### config.mk
export PLATFORM = sky130hd
export DESIGN_NAME = apb_master_mc
export DESIGN_NICKNAME = d
export VERILOG_FILES = /design/src/rtl/apb_master_mc.sv
export SDC_FILE = /design/constraint.sdc
export NUM_CORES = 1
export LEC_CHECK = 0
export BUFFER_PORTS_ARGS = -buffer_cell sky130_fd_sc_hd__buf_2
export CAP_MARGIN = 20
export CELL_PAD_IN_SITES_DETAIL_PLACEMENT = 0
export CELL_PAD_IN_SITES_GLOBAL_PLACEMENT = 1
export CORE_AREA = 2 2 62 64
export DETAILED_ROUTE_END_ITERATION = 10
export DIE_AREA = 0 0 64 66
export GPL_ROUTABILITY_DRIVEN = 1
export HOLD_SLACK_MARGIN = 0.03
export PLACE_DENSITY_LB_ADDON = 0.08
export SYNTH_ARGS = -nofsm -noshare
export SYNTH_HDL_FRONTEND = slang
export SYNTH_SLANG_ARGS = --single-unit
### constraint.sdc
create_clock -name PCLK -period 1.8 [get_ports PCLK]
set_input_delay 0.27 -clock PCLK [delete_from_list [all_inputs] [get_ports PCLK]]
set_output_delay 0.27 -clock PCLK [all_outputs]
set_load 0.05 [all_outputs]
### src/rtl/apb_master_mc.sv
// apb_master_mc: multi-slave APB master driven by a valid/ready command stream.
// Optional wait-state timeout is compiled in when APB_MASTER_TIMEOUT_EN is defined.
module apb_master_mc #(
  parameter int DATA_W  = 8,
  parameter int ADDR_W  = 4,
  parameter int NSLV    = 2,
  parameter int TIMEOUT = 16
) (
  input  logic                     PCLK,
  input  logic                     PRESETn,
  input  logic                     cmd_valid,
  output logic                     cmd_ready,
  input  logic                     cmd_write,
  input  logic [ADDR_W-1:0]        cmd_addr,
  input  logic [DATA_W-1:0]        cmd_wdata,
  output logic                     rsp_valid,
  output logic [DATA_W-1:0]        rsp_rdata,
  output logic                     rsp_err,
  output logic [NSLV-1:0]          PSEL,
  output logic                     PENABLE,
  output logic                     PWRITE,
  output logic [ADDR_W-1:0]        PADDR,
  output logic [DATA_W-1:0]        PWDATA,
  input  logic [NSLV-1:0]          PREADY,
  input  logic [NSLV-1:0]          PSLVERR,
  input  logic [NSLV*DATA_W-1:0]   PRDATA,
  output logic [1:0]               state_dbg
);

  localparam int SEL_W = (NSLV > 1) ? $clog2(NSLV) : 1;

  generate
    if (NSLV < 1 || NSLV > 16 || TIMEOUT < 2) begin : g_bad_param
      $error("apb_master_mc: NSLV must be 1..16 and TIMEOUT at least 2");
    end
  endgenerate

  typedef enum logic [1:0] {
    IDLE   = 2'd0,
    SETUP  = 2'd1,
    ACCESS = 2'd2
  } state_t;

  state_t state, state_nxt;

  logic [SEL_W-1:0]  idx;
  logic [4:0]        idx_ext;
  logic              miss;
  logic              sel_ready;
  logic              sel_err;
  logic [DATA_W-1:0] sel_rdata;
  logic              timeout;
  logic              done;
  logic              accept;
  logic              rsp_bad;

  generate
    if (NSLV == 1) begin : g_one_slave
      assign idx = '0;
    end else begin : g_multi_slave
      assign idx = PADDR[ADDR_W-1 -: SEL_W];
    end
  endgenerate

  assign idx_ext = 5'(idx);
  assign miss    = (idx_ext >= 5'(NSLV));

  // A decode miss matches no slave, so PSEL stays zero and the selected
  // PREADY/PSLVERR/PRDATA all read as zero.
  always_comb begin
    PSEL      = '0;
    sel_ready = 1'b0;
    sel_err   = 1'b0;
    sel_rdata = '0;
    for (int k = 0; k < NSLV; k++) begin
      if (idx_ext == 5'(k)) begin
        PSEL[k]   = (state != IDLE);
        sel_ready = PREADY[k];
        sel_err   = PSLVERR[k];
        sel_rdata = PRDATA[k*DATA_W +: DATA_W];
      end
    end
  end

`ifdef APB_MASTER_TIMEOUT_EN
  localparam int CNT_W = $clog2(TIMEOUT + 1);
  logic [CNT_W-1:0] wait_cnt;

  always_ff @(posedge PCLK or negedge PRESETn) begin
    if (!PRESETn) begin
      wait_cnt <= '0;
    end else if (state == SETUP) begin
      wait_cnt <= '0;
    end else if (state == ACCESS && !sel_ready) begin
      wait_cnt <= wait_cnt + 1'b1;
    end
  end

  // Fires on the TIMEOUT-th consecutive ACCESS cycle without PREADY.
  assign timeout = (state == ACCESS) && !sel_ready && (wait_cnt == CNT_W'(TIMEOUT - 1));
`else
  assign timeout = 1'b0;
`endif

  assign done    = (state == ACCESS) && (sel_ready || miss || timeout);
  assign rsp_bad = sel_err || miss || timeout;

  // Handshake: a command transfers on a PCLK edge where cmd_valid && cmd_ready;
  // cmd_* must hold while cmd_valid is high and cmd_ready low. cmd_ready is
  // combinational (it follows PREADY in the final ACCESS cycle). rsp_* has no
  // ready and is valid for exactly the one cycle rsp_valid is high.
  assign cmd_ready = (state == IDLE) || done;
  assign accept    = cmd_valid && cmd_ready;

  always_comb begin
    state_nxt = state;
    case (state)
      IDLE:    if (accept) state_nxt = SETUP;
      SETUP:   state_nxt = ACCESS;
      ACCESS:  if (done) state_nxt = accept ? SETUP : IDLE;
      default: state_nxt = IDLE;
    endcase
  end

  always_ff @(posedge PCLK or negedge PRESETn) begin
    if (!PRESETn) begin
      state <= IDLE;
    end else begin
      state <= state_nxt;
    end
  end

  always_ff @(posedge PCLK or negedge PRESETn) begin
    if (!PRESETn) begin
      PADDR     <= '0;
      PWRITE    <= 1'b0;
      PWDATA    <= '0;
      rsp_valid <= 1'b0;
      rsp_err   <= 1'b0;
      rsp_rdata <= '0;
    end else begin
      if (accept) begin
        PADDR  <= cmd_addr;
        PWRITE <= cmd_write;
        if (cmd_write) PWDATA <= cmd_wdata;
      end
      // PWRITE still describes the finishing transfer here.
      rsp_valid <= done;
      rsp_err   <= done && rsp_bad;
      rsp_rdata <= (done && !PWRITE && !rsp_bad) ? sel_rdata : '0;
    end
  end

  assign PENABLE   = (state == ACCESS);
  assign state_dbg = state;

endmodule

==> flow_summary_export.csv <==
group,metric,value,unit
synthesis,postSynthAreaPerCell,12.87,um^2
setup_path,slowest_delay,480,ps
floorplan,start_util,29.00,%
clock_tree,clkSinkCount,25,
floorplan,fp.coreArea,3551,um^2
synthesis,yosysSeqAreaShare,60.75,%
sta,worst_clock_skew,1.809,ps
finish,drive_gt1_share,60.00,%
sta,hold_viol,0,
placement,gp_congestion,0.8410,
setup_path,r2r-start,"PADDR[3]",
route,first_pass_iters,2,
clock_tree,cts_tree,"done",
setup_path,reg2reg_to,"PWDATA[5]",
route,via_per_inst,4.217,
setup_path,critPathKind,"flop to output pin",
finish,area_growth,44.84,%
setup_path,critical-path-top-delay-family,"flip-flops",
route,drc,0,
run,drv_cap,0,
sta,fin_crit,1713,ps
synthesis,synth_nets,116,
route,drtIter0Drc,40,
placement,io_buffers,64,
sta,setup_violations,0,
sta,rsz0062_at_grt,"false",
power_and_ir_drop,power.leakage,0.8122,nW
synthesis,synth_seq_cells,25,
route,via_count,835,
worst_hold_path,holdCritPathClass,"primary input to flop",
synthesis,ys_types,16,
floorplan,die_area,4224,um^2
setup_path,critPathBufInv,1,
floorplan,die_x,64,um
floorplan,die_y,66,um
sta,max_freq,583.6,MHz
worst_hold_path,hold_depth,2,
setup_path,cp-end-kind,"output pin",
finish,nNetsFinal,187,
setup_path,endpoint,"cmd_ready",
synthesis,synthXorXnorAreaFrac,0,%
clock_tree,clkTransAtPathRegs,140,ps
setup_path,cp-startpoint,"PADDR[3]",
clock_tree,cts_made_buffers,3,
route,wl,2338,um
global_routing,track_usage,11.76,%
global_routing,antenna_found_initial,0,
power_and_ir_drop,p_per_area,1562,nW/um^2
clock_tree,clkLatencyLatePin,320,ps
sta,fin_crit_sh,95.19,%
setup_path,worstPathArrival,1440,ps
global_routing,grt_pass1_vias,773,
floorplan,rows,22,
finish,diodes,0,
route,ant_nets,0,
setup_path,path_depth,3,
synthesis,synth_mux_area_share,22.84,%
synthesis,synthesis.area,1030,um^2
setup_path,worstRegToRegCells,3,
sta,maxSlewHeadroom,61.88,%
synthesis,synth-simple-area-share,8.019,%
sta,worstMarginPinSlew,571.8,ps
setup_path,crit_chain,"mux2i_4 -> a21oi_2 -> buf_4",
synthesis,ys_warn_count,0,
synthesis,syn-instance-count,80,
placement,placedCellCount,191,
clock_tree,root_buffer,"clkbuf_4",
floorplan,num_io_pins,65,
setup_path,cp.required,1530,ps
power_and_ir_drop,peakVddDrop,0.8506,mV
global_routing,grt_pass1_wl,3822,um
setup_path,rrSetupSlack,110,ps
global_routing,grt_start_max_net_pins,26,
global_routing,grt_overflow_total,0,
setup_path,start_kind,"flop",
synthesis,synth_compound_area_share,5.225,%
synthesis,synth_top_family_by_area,"multiplexers",
route,wl_per_cell,11.81,um
clock_tree,cts_buffer_depth,2,
placement,dpl.hpwl,1739,um
setup_path,critPathMaxFanout,6,
finish,instances_no_fill,198,
synthesis,synthAdderAreaFrac,0,%
sta,drv_slew,0,
status,outcome,"complete, no violations",
clock_tree,htreeDepth,1,
setup_path,cpMaxStageDelayCell,"dfrtp_2",
sta,setup_tns,0,ps
-- cell usage in the layout (no fill, tap or decap) --
cell | Yosys | routed
nor2_2 | 0 | 2
clkbuf_4 | 0 | 3
nor3_1 | 1 | 1
buf_2 | 2 | 63
mux2i_4 | 0 | 1
mux2i_1 | 10 | 9
buf_4 | 0 | 5
a21oi_1 | 3 | 2
inv_1 | 5 | 5
o21ai_0 | 2 | 2
nand2b_1 | 2 | 2
nand2_1 | 1 | 1
nor2_1 | 12 | 10
nor2b_1 | 1 | 1
or4b_1 | 1 | 1
dfrtp_1 | 25 | 24
a21oi_2 | 0 | 1
a211oi_4 | 1 | 1
o2bb2ai_1 | 1 | 1
clkinvlp_4 | 0 | 1
dlygate4sd3_1 | 0 | 1
dfrtp_2 | 0 | 1
mux2_2 | 12 | 12
-- per-stage QoR --
stage	utilization (%)	area (um^2)	total power [mW]	worst slack [ps]	hold slack, ps
2_1_floorplan	-	1045	1.756	9.283	-25.59
3_5_place_dp	40.13	1425	2.060	87.72	302.3
4_1_cts	41.51	1474	2.340	25.40	143.5
6_report	42.00	1491	2.329	86.52	150.5
3_3_place_gp	40.13	1425	2.050	128.1	300.2
5_1_grt	42.00	1491	2.460	2.735	127.8
-- flip-flops by register name, indices dropped and copies added, names as in the netlist --
signal,count
rsp_err,1
state_dbg,2
PWDATA,8
PADDR,4
rsp_valid,1
rsp_rdata,8
PWRITE,1
-- how the worst min path moves through the flow --
stage	start	slack (ps)	endpoint
after CTS	cmd_addr[3]	140	PADDR[3]
after floorplan	PRESETn	-30	PADDR[0]
after detailed placement	PRESETn	300	PWDATA[2]
after global routing	cmd_addr[3]	130	PADDR[3]
final	cmd_addr[3]	150	PADDR[3]
after global placement	PRESETn	300	PWDATA[2]
-- where the power goes --
group / switching, mW / internal, mW
clock: 0.178 / 0.0849
combinational: 0.908 / 0.367
sequential: 0.0855 / 0.707
-- per-layer routing --
layer  share of wire (%)  vias to the layer above  track usage [%]
met5                   0                        -                0
met4                0.60                        0            2.446
met3                 8.1                        2            3.748
met2                  49                       36            19.27
met1                  42                      389            15.19
li1                    -                      408                -
-- worst register-to-register path: stages, from the launching register on --
cell      delay, ps
dfrtp_2         490
mux2i_4         240
a211oi_4        470
mux2_2          390
-- cell families after synthesis --
family | count (synthesis)
flops | 25
mux | 22
simple gates | 18
buf+inv | 8
compound gates | 7
-- synthesized netlist by cell type, drive strengths merged --
cell type,n,area [um^2]
nor3,1,5.000
a211oi,1,20.02
nor2,12,45.04
mux2,12,135.1
o2bb2ai,1,8.760
nor2b,1,6.260
o21ai,2,10.01
or4b,1,10.01
inv,5,18.77
mux2i,10,100.1
nand2b,2,12.51
a21oi,3,15.01
dfrtp,25,625.6
buf,3,13.76
nand2,1,3.750
-- cell type report --
class                      count  area, um^2
tap                           48       60.06
multi-input combinational     47       392.9
fill                         362        2059
timing repair buffer          69       362.8
clock buffer                   3       22.52
inverter                       5       18.77
sequential                    25       626.9
clock inverter                 1       7.507
-- what timing repair did --
action | CTS | global route
gates cloned | 0 | 0
buffers inserted | 0 | 2
gates resized for setup | 1 | 2
endpoints found under the setup margin | 1 | 1
hold endpoints to repair | 25 | 0
hold buffers | 1 | 0
No activity file was read; power rests on OpenSTA's default activity.
